==> config.mk <==
export PLATFORM = sky130hd
export DESIGN_NAME = regwb_arb_flat
export DESIGN_NICKNAME = d
export VERILOG_FILES = /design/src/rtl/amber_pkg.sv /design/src/rtl/regwb_arb_if.sv /design/src/rtl/regwb_arb_rr_arb2.sv /design/src/rtl/regwb_arb.sv /design/src/flat_wrapper.sv
export SDC_FILE = /design/constraint.sdc
export NUM_CORES = 1
export LEC_CHECK = 0
export ABC_AREA = 1
export ABC_CLOCK_PERIOD_IN_PS = 3000
export CAP_MARGIN = 20
export CELL_PAD_IN_SITES_DETAIL_PLACEMENT = 1
export CELL_PAD_IN_SITES_GLOBAL_PLACEMENT = 2
export CORE_AREA = 3 3 160 162
export DETAILED_ROUTE_END_ITERATION = 16
export DIE_AREA = 0 0 163 165
export PLACE_DENSITY_LB_ADDON = 0.2
export SETUP_SLACK_MARGIN = 0.1
export SYNTH_ARGS = -nofsm -noshare
export SYNTH_HDL_FRONTEND = slang
export SYNTH_HIERARCHICAL = 1
export SYNTH_SLANG_ARGS = --single-unit
==> constraint.sdc <==
create_clock -name clk -period 3 [get_ports clk]
set_input_delay 0.45 -clock clk [delete_from_list [all_inputs] [get_ports clk]]
set_output_delay 0.45 -clock clk [all_outputs]
set_load 0.05 [all_outputs]
==> src/rtl/amber_pkg.sv <==
// Shared constants and bank encoding for the register writeback path.
// Also holds a helper that maps {bank, index} onto a scoreboard bit.
package amber_pkg;

  localparam int DATA_W = 48;
  localparam int AW     = 3;
  localparam int NREG   = 1 << AW;

  typedef enum logic {
    BANK_A = 1'b0,
    BANK_D = 1'b1
  } bank_e;

  // Scoreboard layout: A registers in the low half, D registers in the high half.
  function automatic logic [2*NREG-1:0] reg_bit(input logic bank, input logic [AW-1:0] addr);
    logic [2*NREG-1:0] m;
    m = '0;
    m[{bank, addr}] = 1'b1;
    return m;
  endfunction

endpackage

==> src/rtl/regwb_arb_if.sv <==
// Writeback sources (ALU, load unit) and decode-issue marking, grouped as one bundle.
// Handshake: a beat moves when valid and ready are both high at a rising clk edge;
// ready never depends on its own valid, and a source may change its beat only after it moves.
interface regwb_arb_if #(
  parameter int DATA_W = 48,
  parameter int AW     = 3
);

  logic              s0_valid;
  logic              s0_ready;
  logic              s0_bank;
  logic [AW-1:0]     s0_addr;
  logic [DATA_W-1:0] s0_data;

  logic              s1_valid;
  logic              s1_ready;
  logic              s1_bank;
  logic [AW-1:0]     s1_addr;
  logic [DATA_W-1:0] s1_data;

  logic              iss_valid;
  logic              iss_bank;
  logic [AW-1:0]     iss_addr;

  modport master (
    output s0_valid, s0_bank, s0_addr, s0_data,
    input  s0_ready,
    output s1_valid, s1_bank, s1_addr, s1_data,
    input  s1_ready,
    output iss_valid, iss_bank, iss_addr
  );

  modport slave (
    input  s0_valid, s0_bank, s0_addr, s0_data,
    output s0_ready,
    input  s1_valid, s1_bank, s1_addr, s1_data,
    output s1_ready,
    input  iss_valid, iss_bank, iss_addr
  );

endinterface

==> src/rtl/regwb_arb_rr_arb2.sv <==
// Two-requester round-robin arbiter with a 1-bit pointer (0 = requester 0 preferred).
// Grants are readiness: each depends only on the other requester and the pointer.
module rr_arb2 (
  input  logic clk,
  input  logic rst_n,
  input  logic req0,
  input  logic req1,
  output logic gnt0,
  output logic gnt1,
  output logic ptr
);

  assign gnt0 = !req1 || !ptr;
  assign gnt1 = !req0 ||  ptr;

  // Under contention exactly one grant is high and its requester is valid,
  // so a beat always moves and the pointer can flip unconditionally.
  always_ff @(posedge clk or negedge rst_n) begin
    if (!rst_n) begin
      ptr <= 1'b0;
    end else if (req0 && req1) begin
      ptr <= ~ptr;
    end
  end

endmodule

==> src/rtl/regwb_arb.sv <==
// Writeback arbiter: merges two sources onto the A and D register-file write ports
// and keeps a pending-write scoreboard set by decode and cleared by writeback.
module regwb_arb #(
  parameter int DATA_W = amber_pkg::DATA_W,
  parameter int AW     = amber_pkg::AW
) (
  input  logic              clk,
  input  logic              rst_n,
  regwb_arb_if.slave        bus,
  output logic              a_we,
  output logic [AW-1:0]     a_waddr,
  output logic [DATA_W-1:0] a_wdata,
  output logic              d_we,
  output logic [AW-1:0]     d_waddr,
  output logic [DATA_W-1:0] d_wdata,
  output logic [15:0]       busy,
  output logic [1:0]        dbg_ptr
);

  import amber_pkg::*;

  logic a_req0, a_req1, d_req0, d_req1;
  logic a_gnt0, a_gnt1, d_gnt0, d_gnt1;
  logic a_ptr, d_ptr;

  assign a_req0 = bus.s0_valid && (bus.s0_bank == BANK_A);
  assign a_req1 = bus.s1_valid && (bus.s1_bank == BANK_A);
  assign d_req0 = bus.s0_valid && (bus.s0_bank == BANK_D);
  assign d_req1 = bus.s1_valid && (bus.s1_bank == BANK_D);

  rr_arb2 u_arb_a (
    .clk  (clk),
    .rst_n(rst_n),
    .req0 (a_req0),
    .req1 (a_req1),
    .gnt0 (a_gnt0),
    .gnt1 (a_gnt1),
    .ptr  (a_ptr)
  );

  rr_arb2 u_arb_d (
    .clk  (clk),
    .rst_n(rst_n),
    .req0 (d_req0),
    .req1 (d_req1),
    .gnt0 (d_gnt0),
    .gnt1 (d_gnt1),
    .ptr  (d_ptr)
  );

  assign dbg_ptr = {d_ptr, a_ptr};

  assign bus.s0_ready = (bus.s0_bank == BANK_A) ? a_gnt0 : d_gnt0;
  assign bus.s1_ready = (bus.s1_bank == BANK_A) ? a_gnt1 : d_gnt1;

  logic t0, t1;
  assign t0 = bus.s0_valid && bus.s0_ready;
  assign t1 = bus.s1_valid && bus.s1_ready;

  // Arbitration guarantees at most one transfer per bank per cycle.
  logic              a_sel0, a_sel1, d_sel0, d_sel1;
  logic [AW-1:0]     a_nxt_addr, d_nxt_addr;
  logic [DATA_W-1:0] a_nxt_data, d_nxt_data;
  logic              a_write, d_write;

  assign a_sel0     = t0 && (bus.s0_bank == BANK_A);
  assign a_sel1     = t1 && (bus.s1_bank == BANK_A);
  assign d_sel0     = t0 && (bus.s0_bank == BANK_D);
  assign d_sel1     = t1 && (bus.s1_bank == BANK_D);
  assign a_nxt_addr = a_sel0 ? bus.s0_addr : bus.s1_addr;
  assign a_nxt_data = a_sel0 ? bus.s0_data : bus.s1_data;
  assign d_nxt_addr = d_sel0 ? bus.s0_addr : bus.s1_addr;
  assign d_nxt_data = d_sel0 ? bus.s0_data : bus.s1_data;

  // A-bank register 0 is hardwired: the beat is accepted but never written.
  assign a_write = (a_sel0 || a_sel1) && (a_nxt_addr != '0);
  assign d_write = d_sel0 || d_sel1;

  logic [15:0] busy_clr, busy_set;
  assign busy_clr = (t0 ? reg_bit(bus.s0_bank, bus.s0_addr) : 16'h0000)
                  | (t1 ? reg_bit(bus.s1_bank, bus.s1_addr) : 16'h0000);
  assign busy_set = (bus.iss_valid && !(bus.iss_bank == BANK_A && bus.iss_addr == '0))
                  ? reg_bit(bus.iss_bank, bus.iss_addr) : 16'h0000;

  always_ff @(posedge clk or negedge rst_n) begin
    if (!rst_n) begin
      a_we    <= 1'b0;
      a_waddr <= '0;
      a_wdata <= '0;
      d_we    <= 1'b0;
      d_waddr <= '0;
      d_wdata <= '0;
      busy    <= 16'h0000;
    end else begin
      a_we <= a_write;
      d_we <= d_write;
      if (a_write) begin
        a_waddr <= a_nxt_addr;
        a_wdata <= a_nxt_data;
      end
      if (d_write) begin
        d_waddr <= d_nxt_addr;
        d_wdata <= d_nxt_data;
      end
      // Set after clear so a fresh issue survives a same-edge writeback.
      busy <= (busy & ~busy_clr) | busy_set;
    end
  end

endmodule

==> src/flat_wrapper.sv <==
// flat-port wrapper written by rule: the top's interface ports become plain ports
module regwb_arb_flat import amber_pkg::*;
#(
  parameter int DATA_W = amber_pkg::DATA_W,
  parameter int AW     = amber_pkg::AW
)
  (clk, rst_n, a_we, a_waddr, a_wdata, d_we, d_waddr, d_wdata, busy, dbg_ptr, bus_s0_valid, bus_s0_bank, bus_s0_addr, bus_s0_data, bus_s0_ready, bus_s1_valid, bus_s1_bank, bus_s1_addr, bus_s1_data, bus_s1_ready, bus_iss_valid, bus_iss_bank, bus_iss_addr);
  regwb_arb_if #(.DATA_W(DATA_W), .AW(AW)) bus_i ();
  input  logic clk;
  input  logic rst_n;
  output logic a_we;
  output logic [AW-1:0] a_waddr;
  output logic [DATA_W-1:0] a_wdata;
  output logic d_we;
  output logic [AW-1:0] d_waddr;
  output logic [DATA_W-1:0] d_wdata;
  output logic [15:0] busy;
  output logic [1:0] dbg_ptr;
  input wire logic [$bits(bus_i.s0_valid)-1:0] bus_s0_valid;
  input wire logic [$bits(bus_i.s0_bank)-1:0] bus_s0_bank;
  input wire logic [$bits(bus_i.s0_addr)-1:0] bus_s0_addr;
  input wire logic [$bits(bus_i.s0_data)-1:0] bus_s0_data;
  output wire logic [$bits(bus_i.s0_ready)-1:0] bus_s0_ready;
  input wire logic [$bits(bus_i.s1_valid)-1:0] bus_s1_valid;
  input wire logic [$bits(bus_i.s1_bank)-1:0] bus_s1_bank;
  input wire logic [$bits(bus_i.s1_addr)-1:0] bus_s1_addr;
  input wire logic [$bits(bus_i.s1_data)-1:0] bus_s1_data;
  output wire logic [$bits(bus_i.s1_ready)-1:0] bus_s1_ready;
  input wire logic [$bits(bus_i.iss_valid)-1:0] bus_iss_valid;
  input wire logic [$bits(bus_i.iss_bank)-1:0] bus_iss_bank;
  input wire logic [$bits(bus_i.iss_addr)-1:0] bus_iss_addr;
  assign bus_i.s0_valid = bus_s0_valid;
  assign bus_i.s0_bank = bus_s0_bank;
  assign bus_i.s0_addr = bus_s0_addr;
  assign bus_i.s0_data = bus_s0_data;
  assign bus_s0_ready = bus_i.s0_ready;
  assign bus_i.s1_valid = bus_s1_valid;
  assign bus_i.s1_bank = bus_s1_bank;
  assign bus_i.s1_addr = bus_s1_addr;
  assign bus_i.s1_data = bus_s1_data;
  assign bus_s1_ready = bus_i.s1_ready;
  assign bus_i.iss_valid = bus_iss_valid;
  assign bus_i.iss_bank = bus_iss_bank;
  assign bus_i.iss_addr = bus_iss_addr;
  regwb_arb #(.DATA_W(DATA_W), .AW(AW)) u_core (.clk(clk), .rst_n(rst_n), .bus(bus_i), .a_we(a_we), .a_waddr(a_waddr), .a_wdata(a_wdata), .d_we(d_we), .d_waddr(d_waddr), .d_wdata(d_wdata), .busy(busy), .dbg_ptr(dbg_ptr));
endmodule
---- Yosys cells after proc, flatten, opt, wreduce, memory -nomap -nowiden ----
Cells that the tools add are included.
storage, ports and cells
  register bits after elaboration ......... 122
  input port bits ......................... 113
  output and inout bits ................... 124
  logic and storage cells ................. 72
operators by class
  $lt $le $gt $ge ......................... 6
  multiplexer cells ....................... 15
  bitwise operators ....................... 9
  reduce and logical (&&, ||, !) cells .... 33
operator list
  operator                                              count
  2-to-1 mux 48 bit                                     2
  2-to-1 mux 16 bit                                     3
  bitwise OR 16 bit                                     2
  logical AND 1 bit                                     18
  bitwise AND 16 bit                                    1
  inverter 16 bit                                       1
  < comparator 4 x 5 -> 1 bit (second input constant)   3
  demux 1 bit (select 4 bit)                            3
  >= comparator 4 x 1 -> 1 bit (second input constant)  3
  zero test 1 bit                                       7
  logical OR 1 bit                                      6
  2-to-1 mux 3 bit                                      2
  2-to-1 mux 1 bit                                      5
  inverter 1 bit                                        5
  zero test 3 bit                                       1
  nonzero test 3 bit                                    1

---- Logic depth before layout (Yosys ltp) ----
  word-level depth ........................ 11
  gate-level depth with buffers ........... 12
  gate-level depth less buffers ........... 10

---- Hierarchy ----
Netlist, hierarchy kept.
by module, submodules not included
  module     instances  cells an instance  area an instance (um^2)  seq. area each (um^2)
  regwb_arb  1          784                6,169.7                  3,002.9
  rr_arb2    2          8                  52.6                     25.0

---- Worst setup path after synthesis ----
No wires, ideal clock.
  path kind ............................... input -> output
  from .................................... in bus_s1_valid
  to ...................................... out bus_s0_ready
  arrival ................................. 1,758 ps
  setup slack ............................. 792 ps
  stages on the path ...................... 5
  buffers on the path ..................... 0
  cell sequence ........................... nand2_1 > inv_1 > nand2_1 > inv_1 > o21ai_0
between the ends
  word-level cells in the longest chain between the ends .. 4
RTL lines
  element            line                     RTL
  start, declared    flat_wrapper.sv:24       input wire logic [$bits(bus_i.s1_valid)-1:0] bus_s1_valid;
  logical AND 1 bit  regwb_arb.sv:29          assign d_req1 = bus.s1_valid && (bus.s1_bank == BANK_D);
  via u_core.d_req1  regwb_arb.sv:22          logic a_req0, a_req1, d_req0, d_req1;
  zero test 1 bit    regwb_arb_rr_arb2.sv:13  assign gnt0 = !req1 || !ptr;
  logical OR 1 bit   regwb_arb_rr_arb2.sv:13
  via u_core.d_gnt0  regwb_arb.sv:23          logic a_gnt0, a_gnt1, d_gnt0, d_gnt1;
  2-to-1 mux 1 bit   regwb_arb.sv:53          assign bus.s0_ready = (bus.s0_bank == BANK_A) ? a_gnt0 : d_gnt0;
  end, declared      flat_wrapper.sv:23       output wire logic [$bits(bus_i.s0_ready)-1:0] bus_s0_ready;
The timed path passes the listed nets, and every way through them passes these cells.

---- Final worst setup path ----
  from .................................... in bus_s1_bank
  to ...................................... out bus_s0_ready
between the ends
  word-level cells in the longest chain between the ends .. 5
RTL lines
  element            line                     RTL
  start, declared    flat_wrapper.sv:25       input wire logic [$bits(bus_i.s1_bank)-1:0] bus_s1_bank;
  inverter 1 bit     regwb_arb.sv:27          assign a_req1 = bus.s1_valid && (bus.s1_bank == BANK_A);
  logical AND 1 bit  regwb_arb.sv:27
  via u_core.a_req1  regwb_arb.sv:22
  zero test 1 bit    regwb_arb_rr_arb2.sv:13
  logical OR 1 bit   regwb_arb_rr_arb2.sv:13
  via u_core.a_gnt0  regwb_arb.sv:23
  2-to-1 mux 1 bit   regwb_arb.sv:53
The timed path passes the listed nets, and every way through them passes these cells.

==> key figures <==
Run status
  • Status: finished clean

Routing
  • Avg Vias per Cell: 4.68
  • DR WL/cell: 18.3 µm
  • Via count: 6362
  • Drt initial violations: between 200 and 300
  • Detailed Routing Iterations Pass 1: 7
  • DRC Markers: 0
  • Post-route ant nets: 0
  • Final WL: 24900 µm

Placed design
  • Port Buf Inserts: ~240
  • Placed wire-length estimate: 17600 µm
  • Placer congestion estimate: 0.753
  • Dpl cell area: 8900 µm²
  • Pre-CTS WS: 0.167 ns

Power
  • P_int: 4.05 mW
  • Sw frac: around two fifths
  • Sw Pwr: 2.75 mW
  • Gate power share: 37.7%
  • PwrDens: 714 nW/µm²
  • Sequential power share: 31.2%
  • PnR Total Power: 6.80 mW
  • Peak VDD IR: 0.318 mV
  • Clock Power Share: 31.2%
  • Pleak: 4.41 nW

Finish
  • Share of layout cells above drive strength 1: 6.48%
  • Area grow syn2layout: 51.7%
  • Fin util: 39.3%
  • Nets@finish: around 1100
  • Design area: 9520 µm²
  • Antenna diode count: 0
  • Fillers: 2908

Timing
  • Final worst-path cycle share: about 80%
  • Final count of negative-setup-slack endpoints: 0
  • Slew @ Worst Pin: 0.809 ns
  • Max-slew violation count: 0
  • Setup TNS: 0 ns
  • Final Hold Vio Count: 0
  • Max Fclk: 407 MHz
  • Relative slew slack: 46.1%
  • Final WS setup: ~0.54 ns
  • RSZ-0062 raised after global routing: false
  • Worst Skew: 0.00762 ns
  • Tmin final: 2.46 ns

Worst setup path
  • CP Launch Type: input port
  • Buf+Inv Stages, Crit Path: 2
  • Worst Reg-to-Reg Cells: 6
  • CP delay by family, top: buffers and inverters
  • Critical path class: in -> out
  • Crit-path cells: clkdlybuf4s50_1 > nor2_1 > nand2_1 > nand2_1 > o21ai_0 > buf_4
  • Maximum fanout along the worst path: 7
  • Reg2reg end: u_core/a_wdata[37]$_DFFE_PN0P_
  • Critical path's slowest cell: clkdlybuf4s50_1
  • R2R Setup Slk: 1.01 ns
  • Slowest Stage Delay on Critical Path: between 0.5 and 0.6 ns
  • Most frequent CP cell: nand2_1
  • Setup crit end kind: output port
  • R2r startpoint: u_core/u_arb_a/ptr$_DFFE_PN0P_
  • Crit path arrival time: about 2 ns
  • Req. time, crit path: about 2.6 ns

Yosys
  • Synth Warn #: 6
  • Simple-Gate Fraction of Synth Area: 30.8%
  • Area contributors post-synth: dfrtp_1, nand2_1, nand3_1
  • Multiplexer share of the synthesized area: 0%
  • Yosys reg bits: 122
  • Top FF cell, synth: dfrtp_1
  • Synth Area in Adders: 0%
  • Mapped cell area: 6270 µm²
  • Post-synth top area cell: dfrtp_1
  • EDFF count, synth: 0
  • Cells after synthesis: 800
  • Mean area per synthesized cell: approximately 7.8 µm²
  • Asr flop ratio synth: between 90% and 100%
  • Sequential area share after synthesis: roughly half
  • Syn Nets: 913
  • Synth unique cells: 21
  • Share of the synthesized area in the top cell type: 48.7%
  • Synth Area in Compound Gates: 10.6%
  • Xor/xnor cell area share of the yosys netlist: 0%
  • Most frequent cells after synthesis: nand2_1, dfrtp_1, nand3_1
  • Count leader, synth: nand2_1
  • Main combinational cell family by area after synthesis: simple AND/OR/NAND/NOR gates

Global routing
  • Initial antenna violation count: 4
  • First-pass GRT wire length: 38200 µm
  • GRT Total Usage: 18.4%
  • GR Overflow Total: 0
  • Largest net degree at the start of global routing: 81
  • Vias in the first global route: 6641

Floorplan
  • Die footprint: 26900 µm²
  • Top-Level Pins: between 200 and 250
  • Die width: about 160 µm
  • Initial Utilization: roughly 26%
  • Core area: 24200 µm²
  • Std cell rows: between 50 and 60
  • Die Y: 165 µm

Clock network
  • CTS max path bufs: 2
  • CTS Buf Count: 17
  • Clk root buf: clkbuf_16
  • Clk Latency, worst-skew pair: around 0.42 ns
  • CTS tree: built
  • Postcts setup bufs: 0
  • H-tree depth: 4
  • Cts hold-fix bufs: 0
  • Clock-pin slew on the worst setup and hold paths: 0.06 ns
  • Sink Count: 122
  • Resized cells post-CTS: 0

Hold path
  • Min-Delay Path Class: in -> async

Flow run
  • Max-cap violation count: 0
==> sequential cells by signal (all words and copies together) (netlist names) <==
signal / flops
u_core/a_wdata: 48
u_core/d_wdata: 48
u_core/busy: 16
u_core/a_waddr: 3
u_core/d_waddr: 3
u_core/a_we: 1
u_core/d_we: 1
u_core/u_arb_a/ptr: 1
u_core/u_arb_d/ptr: 1
==> layout by cell type, fill, tap and decap left out <==
cell	count
buf_12	4
and3_1	1
inv_8	1
bufinv_16	2
clkbuf_8	1
o21ai_0	53
nor3_1	1
clkinv_2	1
clkinv_4	1
inv_6	6
inv_1	74
nor3b_1	1
nand3_1	85
clkinvlp_4	3
nor2_1	15
o21ai_4	1
buf_4	18
nand4_1	54
nand2_2	2
clkdlybuf4s50_1	233
buf_6	1
nand2_1	276
o211ai_1	50
clkbuf_16	17
nand3_2	2
nor2_2	2
a21oi_1	2
nand3_4	1
nor2_4	1
dfrtp_1	122
inv_2	3
==> worst max path at each step <==
stage	from	endpoint	slack, ns	cells after the start
global route	bus_s1_valid	bus_s0_ready	0.35	7
floorplan	bus_s1_valid	bus_s0_ready	0.79	5
detailed placement	bus_s1_bank	u_core/d_wdata[19]$_DFFE_PN0P_	0.17	11
finish	bus_s1_bank	bus_s0_ready	0.54	6
CTS	bus_s1_valid	bus_s0_ready	0.59	7
global placement	bus_s1_bank	u_core/a_wdata[37]$_DFFE_PN0P_	0.20	8
==> routing by layer <==
metal | share of wire [%] | global-route usage (%) | vias to the layer above
met5 | 0.17 | 0 | -
met1 | 47 | 24.9 | 3054
li1 | - | - | 3106
met4 | 1.8 | 6.07 | 8
met3 | 4.8 | 4.14 | 32
met2 | 46 | 29.3 | 162
==> through the flow <==
| stage | hold slack (ns) | std cells |
|---|---|---|
| global route | 0.0875 | 1358 |
| CTS | 0.0981 | 1357 |
| finish | 0.0267 | 1358 |
| detailed placement | 0.484 | 1325 |
| floorplan | 0.154 | 800 |
| global placement | 0.479 | 1325 |
==> final cells by class <==
cell class                 count  area, µm²  share of cell area [%]
tap                          324        405                    4.26
multi-input combinational    547       2620                    27.5
clock inverter                14        160                    1.68
inverter                      77        289                    3.04
sequential                   122       3050                    32.1
timing repair buffer         256       2560                    26.9
clock buffer                  18        439                    4.61
==> kinds of logic after synthesis <==
kind of cell | after synthesis
AOI/OAI and AO/OA | 106
buffers and inverters | 131
DFF | 122
and+or+nand+nor | 441
==> power by group through the flow <==
stage	logic, mW	clock network, mW	registers, mW
2_1_floorplan	0.561	0	3.12
3_3_place_gp	2.56	0	2.15
3_5_place_dp	2.58	0	2.15
4_1_cts	2.59	2.17	2.13
5_1_grt	2.72	2.25	2.16
6_report	2.56	2.12	2.12
(Power assumes the default switching activity.)
